--- src/rtl/kl_fetch_pkg.sv ---
// Shared fetch-unit types: FSM states, IR pair layout and the default NOP encoding.
package kl_fetch_pkg;

   // Fetch sequencer states; the unused encoding 2'b11 is steered back to BOOT.
   typedef enum logic [1:0] {
      BOOT  = 2'b00,
      WAIT  = 2'b01,
      VALID = 2'b10
   } fetch_state_t;

   // Instruction word shown on both slots while no fetched pair is held.
   localparam logic [15:0] NOP_IR_DEFAULT = 16'h0000;

   // Memory returns {p1, p0}; p0 is the even word, p1 the odd word.
   typedef struct packed {
      logic [15:0] p1;
      logic [15:0] p0;
   } ir_pair_t;

   // Pair with both slots set to the given NOP encoding.
   function automatic ir_pair_t nop_pair(input logic [15:0] nop);
      ir_pair_t pair;
      pair.p1 = nop;
      pair.p0 = nop;
      return pair;
   endfunction

endpackage

--- src/rtl/ifu_pair_latch.sv ---
// 32-bit IR pair register: loads a fetched pair, or clears both slots to NOP.
module ifu_pair_latch
   import kl_fetch_pkg::*;
#(
   parameter logic [15:0] NOP_IR = NOP_IR_DEFAULT
) (
   input  logic     clk,
   input  logic     rst,
   input  logic     load,
   input  logic     clr,
   input  ir_pair_t d,
   output ir_pair_t q
);

   localparam ir_pair_t NOP_PAIR = nop_pair(NOP_IR);

   ir_pair_t pair_nxt_s;
   logic     en_s;

   // Choose the next pair; clear beats load so an advance always blanks both slots.
   always_comb begin
      pair_nxt_s = q;
      en_s       = 1'b0;
      if (clr) begin
         pair_nxt_s = NOP_PAIR;
         en_s       = 1'b1;
      end else if (load) begin
         pair_nxt_s = d;
         en_s       = 1'b1;
      end else begin
         pair_nxt_s = q;
         en_s       = 1'b0;
      end
   end

   vDFF_en #(
      .WIDTH   (32),
      .RST_VAL (NOP_PAIR)
   ) u_pair_reg (
      .clk (clk),
      .rst (rst),
      .en  (en_s),
      .d   (pair_nxt_s),
      .q   (q)
   );

endmodule

--- src/rtl/vDFF.sv ---
// Plain register cell with synchronous active-high reset to RST_VAL.
module vDFF #(
   parameter int               WIDTH   = 1,
   parameter logic [WIDTH-1:0] RST_VAL = '0
) (
   input  logic             clk,
   input  logic             rst,
   input  logic [WIDTH-1:0] d,
   output logic [WIDTH-1:0] q
);

   // Capture d every cycle; reset has priority.
   always_ff @(posedge clk) begin
      if (rst) begin
         q <= RST_VAL;
      end else begin
         q <= d;
      end
   end

endmodule

--- src/rtl/vDFF_en.sv ---
// Register cell with load enable and synchronous active-high reset to RST_VAL.
module vDFF_en #(
   parameter int               WIDTH   = 1,
   parameter logic [WIDTH-1:0] RST_VAL = '0
) (
   input  logic             clk,
   input  logic             rst,
   input  logic             en,
   input  logic [WIDTH-1:0] d,
   output logic [WIDTH-1:0] q
);

   // Capture d only when enabled; reset has priority.
   always_ff @(posedge clk) begin
      if (rst) begin
         q <= RST_VAL;
      end else if (en) begin
         q <= d;
      end else begin
         q <= q;
      end
   end

endmodule

--- src/rtl/ifu_pair_fetch.sv ---
// Pair fetch unit: holds the committed PC, fetches one 32-bit IR pair per advance
// over a req/ack memory port and hands the branch unit a one-cycle advance strobe.
module ifu_pair_fetch
   import kl_fetch_pkg::*;
#(
   parameter logic [8:0]  RESET_PC = 9'h000,
   parameter logic [15:0] NOP_IR   = 16'h0000
) (
   input  logic        clk,
   input  logic        rst,
   input  logic        stall_in,
   input  logic [8:0]  pc_next_in,
   output logic [8:0]  pc_out,
   output logic        fetch_next_out,
   output logic [15:0] p0_ir_out,
   output logic [15:0] p1_ir_out,
   output logic        ir_valid_out,
   output logic        imem_req,
   output logic [7:0]  imem_addr,
   input  logic        imem_ack,
   input  logic [31:0] imem_rdata
);

   // Pair fetches are always even-aligned, so bit0 of any PC is dropped.
   localparam logic [8:0] RESET_PC_EVEN = RESET_PC & 9'h1FE;

   logic [1:0]   state_q_s;
   fetch_state_t state_r;
   fetch_state_t state_nxt_s;
   logic [8:0]   pc_r;
   logic [8:0]   pc_load_s;
   logic         valid_r;
   logic         valid_nxt_s;
   logic         req_r;
   logic         req_nxt_s;
   logic         fetch_s;
   logic         load_s;
   logic         clr_s;
   ir_pair_t     rdata_pair_s;
   ir_pair_t     pair_r;

   assign state_r      = fetch_state_t'(state_q_s);
   assign pc_load_s    = pc_next_in & 9'h1FE;
   assign rdata_pair_s = ir_pair_t'(imem_rdata);

   // Sequencer: BOOT idles one cycle, WAIT holds the request until ack, VALID holds the pair.
   always_comb begin
      state_nxt_s = state_r;
      fetch_s     = 1'b0;
      load_s      = 1'b0;
      clr_s       = 1'b0;
      if (rst) begin
         state_nxt_s = BOOT;
      end else begin
         case (state_r)
            BOOT: begin
               state_nxt_s = WAIT;
            end
            WAIT: begin
               if (imem_ack) begin
                  load_s      = 1'b1;
                  state_nxt_s = VALID;
               end else begin
                  state_nxt_s = WAIT;
               end
            end
            VALID: begin
               if (!stall_in) begin
                  fetch_s     = 1'b1;
                  clr_s       = 1'b1;
                  state_nxt_s = WAIT;
               end else begin
                  state_nxt_s = VALID;
               end
            end
            default: begin
               state_nxt_s = BOOT;
            end
         endcase
      end
   end

   // Request and valid flags are registered copies of the next-state decode.
   assign valid_nxt_s = (state_nxt_s == VALID);
   assign req_nxt_s   = (state_nxt_s == WAIT);

   vDFF #(
      .WIDTH   (2),
      .RST_VAL (BOOT)
   ) u_state_reg (
      .clk (clk),
      .rst (rst),
      .d   (state_nxt_s),
      .q   (state_q_s)
   );

   vDFF_en #(
      .WIDTH   (9),
      .RST_VAL (RESET_PC_EVEN)
   ) u_pc_reg (
      .clk (clk),
      .rst (rst),
      .en  (fetch_s),
      .d   (pc_load_s),
      .q   (pc_r)
   );

   vDFF #(
      .WIDTH   (1),
      .RST_VAL (1'b0)
   ) u_valid_reg (
      .clk (clk),
      .rst (rst),
      .d   (valid_nxt_s),
      .q   (valid_r)
   );

   vDFF #(
      .WIDTH   (1),
      .RST_VAL (1'b0)
   ) u_req_reg (
      .clk (clk),
      .rst (rst),
      .d   (req_nxt_s),
      .q   (req_r)
   );

   ifu_pair_latch #(
      .NOP_IR (NOP_IR)
   ) u_pair_latch (
      .clk  (clk),
      .rst  (rst),
      .load (load_s),
      .clr  (clr_s),
      .d    (rdata_pair_s),
      .q    (pair_r)
   );

   assign pc_out         = pc_r;
   assign imem_addr      = pc_r[8:1];
   assign imem_req       = req_r;
   assign ir_valid_out   = valid_r;
   assign p0_ir_out      = pair_r.p0;
   assign p1_ir_out      = pair_r.p1;
   assign fetch_next_out = fetch_s;

endmodule

--- config.mk ---
export PLATFORM = sky130hd
export DESIGN_NAME = ifu_pair_fetch
export DESIGN_NICKNAME = d
export VERILOG_FILES = /design/src/rtl/kl_fetch_pkg.sv /design/src/rtl/ifu_pair_latch.sv /design/src/rtl/vDFF.sv /design/src/rtl/vDFF_en.sv /design/src/rtl/ifu_pair_fetch.sv
export SDC_FILE = /design/constraint.sdc
export NUM_CORES = 1
export LEC_CHECK = 0
export ABC_AREA = 1
export BUFFER_PORTS_ARGS = -buffer_cell sky130_fd_sc_hd__buf_2
export CORE_MARGIN = 2
export CORE_UTILIZATION = 49
export CTS_CLUSTER_SIZE = 28
export DETAILED_ROUTE_END_ITERATION = 7
export GPL_TIMING_DRIVEN = 1
export PLACE_DENSITY = 0.89
export SLEW_MARGIN = 25
export SYNTH_ARGS = -nofsm -noshare
export SYNTH_HDL_FRONTEND = slang
export SYNTH_SLANG_ARGS = --single-unit
--- constraint.sdc ---
create_clock -name clk -period 3 [get_ports clk]
set_input_delay 0.15 -clock clk [delete_from_list [all_inputs] [get_ports clk]]
set_output_delay 0.15 -clock clk [all_outputs]
set_load 0.1 [all_outputs]
## Word level (Yosys, flattened, before mapping)

Cells that the tools add are included.

| cells by class | value |
|---|---|
| equal/unequal tests | 4 |
| muxes and demuxes | 14 |
| reduce and logical (&&, ||, !) cells | 3 |

Operators with widths:

| operator | number |
|---|---|
| 32-bit two-way mux | 2 |
| 1-bit two-way mux | 8 |
| 2-bit two-way mux | 3 |
| 2-bit one-hot mux with 3 select lines | 1 |
| 2-bit by 1-bit == test with 1-bit output, second input constant | 2 |
| 2-bit == test, second input constant | 2 |
| 2-bit logical NOT | 1 |
| 2-bit AND reduction | 1 |
| 2-bit nonzero test | 1 |

| word-level totals | value |
|---|---|
| flip-flop bits (word level) | 44 |
| input port bits | 45 |
| output and inout port bits | 52 |
| word-level logic and storage cells | 26 |

## Logic depth before layout (Yosys ltp)

Gate-level depths: netlist (run 1).

| depth | value |
|---|---|
| word-level depth | 6 |
| mapped depth | 8 |
| depth with buffers taken out | 6 |

## By module

From an unflattened synthesis (run 1), not the netlist that was laid out.

| second synthesis, totals | value |
|---|---|
| cell total of the unflattened synthesis | 471 |
| area total of the unflattened synthesis | 2660.1 µm² |

By module, submodules not included:

| module | times used | cells each | area an instance (µm²) | sequential area each (µm²) |
|---|---|---|---|---|
| vDFF_en (u_pair_latch.u_pair_reg) | 1 | 203 | 1338.8 | 640.6 |
| ifu_pair_latch | 1 | 172 | 690.7 | 0.0 |
| vDFF_en (u_pc_reg) | 1 | 57 | 381.6 | 180.2 |
| ifu_pair_fetch | 1 | 27 | 133.9 | 0.0 |
| vDFF (u_req_reg ...) | 2 | 3 | 30.0 | 20.0 |
| vDFF (u_state_reg) | 1 | 6 | 55.1 | 40.0 |

## Worst setup path before layout (run 1)

Ideal clock, no wire load.

| timing path | value |
|---|---|
| path kind | register to register |
| from | register u_state_reg.q[1] |
| to | register u_pc_reg.q[1] |
| setup time | 0.121 ns |
| data arrival time | 1.696 ns |
| required time | 2.879 ns |
| slack | 1.183 ns |
| cell stages (with the launch flop) | 8 |
| buffers on the path | 1 |
| period minus slack after synthesis | 1.817 ns |
| path through | dfxtp_1 > inv_2 > nor2_4 > nand3_2 > buf_6 > clkinv_1 > nand2_1 > nand2_1 |

| between the ends | value |
|---|---|
| word-level cells in the longest chain between the ends | 3 |

RTL lines:

| item | RTL line | RTL |
|---|---|---|
| from (decl) | vDFF.sv:9 | `output logic [WIDTH-1:0] q` |
| from (signal assigned) | vDFF.sv:15 | `q <= RST_VAL;` |
| from (signal assigned) | vDFF.sv:17 | `q <= d;` |
| 2-bit == test | ifu_pair_fetch.sv:55 | `case (state_r)` |
| 1-bit two-way mux | ifu_pair_fetch.sv:55 |  |
| 1-bit two-way mux | ifu_pair_fetch.sv:52 | `if (rst) begin` |
| named net fetch_next_out | ifu_pair_fetch.sv:14 | `output logic fetch_next_out,` |
| to (signal assigned) | vDFF_en.sv:20 | `q <= q;` |
| to (decl) | vDFF_en.sv:10 | `output logic [WIDTH-1:0] q` |

The timed path passes the listed nets, and every way through them passes these cells.
A chain may end at the register's enable or synchronous reset.

## Worst setup path in the final report (run 1)

| timing path | value |
|---|---|
| from | register u_state_reg.q[1] |
| to | output fetch_next_out |

| between the ends | value |
|---|---|
| word-level cells in the longest chain between the ends | 3 |

RTL lines:

| item | RTL line |
|---|---|
| 2-bit == test | ifu_pair_fetch.sv:55 |
| 1-bit two-way mux | ifu_pair_fetch.sv:55 |
| 1-bit two-way mux | ifu_pair_fetch.sv:52 |
| to (decl) | ifu_pair_fetch.sv:14 |

Every way passes these cells.

==> flow_summary.toml, run 1 <==
[outcome]
outcome = "completed"

[die]
fp-row-count = 23
start_util_pct = 50.88
placeableCoreArea_um2 = 3971
dieArea_um2 = 4653
die_h_um = 68.22
die_w_um = 68.22
io_pins = 97

[logic_synthesis]
syn-cell-area_um2 = 2021
seq_area_frac_synth_pct = 43.59
yosysWarnings = 0
synth_cell_types = 20
syn-instance-count = 282
synth_nets = 327
synth_seq_cells = 44
syn_avg_cell_area_um2 = 7.166

[timing]
post-route-period-util_pct = 61.05
setup_viol = 0
period_needed_ns = 1.832
rsz0062_at_grt = "no"
fin_tns_setup_ns = 0
slew_headroom_pct = 54.64
drv_slew = 0
tightest_slew_ns = 0.6796
fin_skew_ns = 0.005550
max_freq_ghz = 0.5460
hold_viol = 0

[grt]
grt_usage_pct = 18.52
first_global_vias = 1620
grt_max_degree = 35
grt_pass1_wl_um = 6596
antenna_found_initial = 0
grt.overflow.total = 0

[cts]
cts_hold_buffers = 0
post_cts_buffers = 0
clockBufferDepth = 2
postCtsResizedCells = 0
h-tree-depth = 2
clk_pin_slew_ns = 0.08
clkSinkCount = 44
cts_tree = "yes"
worstSkewPairLatency_ns = 0.29
cts_buffers = 5
cts-root-buf = "clkbuf_8"

[pwr]
leakagePower_nw = 1.673
pwr_density_cell_nw_per_um2 = 575.3
vdd_drop_max_uv = 379.8

[worst_setup_path]
cp_max_fo = 9
worstSetupPathType = "register to output port"
reg2regPathDepth = 5
cp-end-kind = "output port"
start_kind = "register"
crit_arrival_ns = 1.68
cp.required_ns = 2.85

[cells_and_area]
antenna_cells = 0
fin_cells = 414
drive_gt1_share_pct = 34.07
final_area_um2 = 2502
nFillCells = 385
area.growth.synth_to_final_pct = 23.84
mostFrequentLayoutCell = "buf_2"
final_cell_mix = "buf_2, nor2_1, inv_1"
fin_nets = 408

[placed_design]
dpl_cell_area_um2 = 2410
io_buffers = 94
gp_congestion = 0.7409
dp.cells = 406
place.detailed.hpwl_um = 2948

[job]
drv_cap = 0

[route]
antenna_left = 0
viasPerCell = 4.524
firstDrtPassIters = 4
drt_iter0_drc = 61
wirelength_um = 4249
vias = 1873
drt-wirelength-per-cell_um = 10.26
remaining_drc_errors = 0

[worst_hold_path]
hp-class = "input pin to register"
hold_depth = 3
==> report_power, final <==
group | total (mW) | internal, mW | switching [mW] | leakage [nW]
combinational | 0.431 | 0.0859 | 0.346 | 1.26
clock | 0.372 | 0.184 | 0.189 | 0.0510
sequential | 0.636 | 0.618 | 0.0184 | 0.359
total | 1.44 | 0.887 | 0.552 | 1.67
==> path summary, 6_finish.rpt <==
| check | from | to | slack, ns |
|---|---|---|---|
| max | u_state_reg.q[1] | fetch_next_out | 1.17 |
| min | pc_next_in[5] | u_pc_reg.q[5] | 0.05 |
| max reg2reg | u_state_reg.q[0] | u_pair_latch.u_pair_reg.q[29] | 1.35 |
| min reg2reg | u_pc_reg.q[3] | u_pc_reg.q[3] | 0.49 |
==> cells in the mapped netlist, drive strengths merged <==
library cell  count  area, µm²
dfxtp            44      880.8
inv              55      206.4
nand4             1      6.260
clkbuf            1      3.750
nor3              5      25.02
clkinv            1      3.750
nand3b            1      20.02
nor2             64      255.2
buf              20      147.6
nand3            38      260.3
nand2            48      192.7
a21oi             3      15.01
conb              1      3.750
==> registers in the layout (all words and copies together), names as in the netlist <==
signal	cells
u_pair_latch.u_pair_reg.q	32
u_pc_reg.q	8
u_req_reg.q	1
u_state_reg.q	2
u_valid_reg.q	1
==> metrics by stage <==
stage	setup WS [ns]	power, mW	utilization (%)	hold slack (ns)
6_report	1.168	1.440	63.01	0.04833
5_1_grt	1.084	1.516	63.01	0.04057
2_1_floorplan	1.183	1.012	-	0.2191
3_3_place_gp	1.407	1.076	60.68	0.3372
3_5_place_dp	1.349	1.083	60.68	0.3459
4_1_cts	1.151	1.457	63.01	0.03683
==> critical path, cell delays in order (launching register included) <==
cell	delay, ns
dfxtp_1	0.46
inv_2	0.11
nor2_4	0.10
nand3_2	0.08
clkinv_1	0.18
buf_2	0.46
==> kinds of logic (layout without fill, tap and decap cells) <==
| logic type | Yosys count | after routing | synth area share (%) |
|---|---|---|---|
| other cells | 1 | 1 | 0.1856 |
| buf+inv | 77 | 159 | 17.89 |
| compound gates | 3 | 3 | 0.7428 |
| flops | 44 | 44 | 43.59 |
| simple gates | 157 | 157 | 37.58 |
==> final cells by class <==
cell class / count / area (µm²) / share of cell area [%]
Tap cell: 50 / 62.56 / 2.500
Inverter: 56 / 210.2 / 8.400
Sequential cell: 44 / 880.8 / 35.20
Multi-Input combinational cell: 161 / 778.2 / 31.10
Timing Repair Buffer: 95 / 478.0 / 19.10
Clock inverter: 2 / 10.01 / 0.4000
Clock buffer: 6 / 82.58 / 3.300
==> routing by layer <==
metal  routed length (µm)  track usage [%]  up-vias
met5                    0                0        -
met2                 2056            31.92       61
met3                  249            5.428        4
met1                 1896            21.08      824
met4                   46            8.250        0
li1                     -                -      984
No activity file was read; power rests on OpenSTA's default activity.
==> run 2: changes to the inputs <==
Settings changed: CORE_UTILIZATION 49 to 46, PLACE_DENSITY 0.89 to 0.85.
Clock period 3 ns to 1.85 ns, I/O delays scaled along.
==> flow_summary.toml, run 2 (synthesis results as in run 1) <==
[worst_setup_path]
rr_endpoint = "u_pair_latch.u_pair_reg.q[9]"
crit_path_cell_trace = "dlygate4sd3_1 -> buf_2 -> clkinvlp_4 -> nand3_2 -> clkinvlp_4 -> buf_12"
crit_buf_inv = 5
cpMaxStageDelayCell = "dlygate4sd3_1"
cp-end-kind = "output port"
reg2reg_slack_ns = 0.31
cp.required_ns = 1.76
r2r-start = "u_state_reg.q[0]"
critical_path.top_delay_family = "buffers and inverters"
cpPeakStageDelay_ns = 0.54
worstSetupPathType = "input pin to output port"
reg2regPathDepth = 6
crit_top_cell = "clkinvlp_4"
cp_max_fo = 9
start_kind = "input pin"
crit_start = "rst"
crit_arrival_ns = 1.52

[timing]
drv_slew = 0
period_needed_ns = 1.611
max_freq_ghz = 0.6207
hold_viol = 0
holdWs_ns = 0.08507
fin_skew_ns = 0.004853
setup_viol = 0
post-route-period-util_pct = 87.09
fin_tns_setup_ns = 0
rsz0062_at_grt = "no"

[job]
drv_cap = 0

[grt]
antenna_found_initial = 0
grt_pass1_wl_um = 7638
first_global_vias = 1682
grt_usage_pct = 19.30
grt_max_degree = 32
grt.overflow.total = 0

[cells_and_area]
mostFrequentLayoutCell = "buf_2"
fin_nets = 422
fin_cells = 430
drive_gt1_share_pct = 34.13
area.growth.synth_to_final_pct = 31.52
largest_reg_flops = 32
final_area_um2 = 2658
final_cell_mix = "buf_2, nor2_1, inv_1"
top_register = "u_pair_latch.u_pair_reg.q"
antenna_cells = 0
reg.largest.list = "u_pair_latch.u_pair_reg.q x32, u_pc_reg.q x8, u_state_reg.q x2"

[pwr]
clockPowerShare_pct = 25.5
vdd_drop_max_uv = 495.5
combPwrFrac_pct = 30.8
power_frac_seq_pct = 43.7
leakagePower_nw = 1.724
pwr_density_cell_nw_per_um2 = 888.3
power_switching_uw = 894.9
switching_share_pct = 37.91
finalPower_mw = 2.361
p_int_mw = 1.466

[cts]
cts_buffers = 5
h-tree-depth = 2
clockBufferDepth = 2
clk_pin_slew_ns = 0.08
clkSinkCount = 44
cts_tree = "yes"
cts-root-buf = "clkbuf_8"
worstSkewPairLatency_ns = 0.28

[die]
dieArea_um2 = 4939
start_util_pct = 47.06
die_h_um = 70.28
placeableCoreArea_um2 = 4294
io_pins = 97
die_w_um = 70.28
fp-row-count = 24

[route]
antenna_left = 0
wirelength_um = 4666
drt-wirelength-per-cell_um = 10.85
viasPerCell = 4.463
vias = 1919
firstDrtPassIters = 6
drt_iter0_drc = 71
remaining_drc_errors = 0

[worst_hold_path]
hp-class = "input pin to register"
min-delay-start = "imem_rdata[11]"
min_to = "u_pair_latch.u_pair_reg.q[11]"
hold_depth = 3

[placed_design]
place.detailed.hpwl_um = 3031
io_buffers = 94
dp.cells = 409
gp_congestion = 0.7447
dpl_cell_area_um2 = 2435

[outcome]
outcome = "completed"
## run 2: changes by cell type in the layout (fill, tap and decap cells not counted), sizes merged
cell         before  now
clkinv            3    0
inv              55   54
buf              95  100
dlygate4sd3       0    9
clkbuf            6    8
clkinvlp          0    2
## run 2: cell type report
| cell class | instances | area (µm²) |
|---|---|---|
| flip-flops and latches | 44 | 880.8 |
| multi-input cells | 161 | 783.3 |
| clock buffers | 8 | 90.09 |
| inverters | 56 | 217.7 |
| fillers | 400 | 1637 |
| repair buffers | 109 | 620.6 |
| well taps | 52 | 65.06 |
## run 2: repair_timing
action | in CTS | in global routing
hold buffers | 9 | 0
gates resized for setup | 0 | 3
endpoints found under the setup margin | 0 | 10
buffers inserted | 0 | 4
endpoints found under the hold margin | 11 | 0
## run 2: metal layers
layer | vias up | global-route usage (%) | part of all wire [%]
met1 | 838 | 22.68 | 41
met4 | 0 | 9.402 | 3.2
met3 | 13 | 4.618 | 5.1
met2 | 62 | 32.70 | 50
met5 | - | 0 | 0
li1 | 1006 | - | -
## run 2: power groups by stage
stage          Combinational, mW  Sequential, mW  Clock (mW)
3_3_place_gp               0.695            1.05           0
3_5_place_dp               0.704            1.05           0
4_1_cts                    0.720            1.03       0.636
2_1_floorplan              0.218            1.42           0
5_1_grt                    0.772            1.04       0.680
6_report                   0.727            1.03       0.602
## run 2: worst max path at each step
| stage | endpoint | slack, ns | cells past startpoint |
|---|---|---|---|
| final | fetch_next_out | 0.24 | 6 |
| after global routing | u_pair_latch.u_pair_reg.q[13] | 0.15 | 7 |
| after CTS | fetch_next_out | 0.07 | 6 |
| after detailed placement | u_pair_latch.u_pair_reg.q[9] | 0.32 | 6 |
| after global placement | u_pair_latch.u_pair_reg.q[9] | 0.36 | 7 |
| after floorplan | u_pc_reg.q[1] | 0.03 | 7 |
## run 2: worst min-delay path, delay by kind of cell
| family | cells | cell delay (ns) |
|---|---|---|
| AND/OR/NAND/NOR | 1 | 0.07 |
| buffers and inverters | 1 | 0.10 |
| AO/OA/AOI/OAI | 1 | 0.06 |
## run 2: per-stage QoR
step | utilization [%] | worst slack [ns]
2_1_floorplan | - | 0.03251
3_3_place_gp | 56.70 | 0.3555
3_5_place_dp | 56.70 | 0.3163
4_1_cts | 60.90 | 0.06973
5_1_grt | 61.89 | 0.1457
6_report | 61.89 | 0.2388
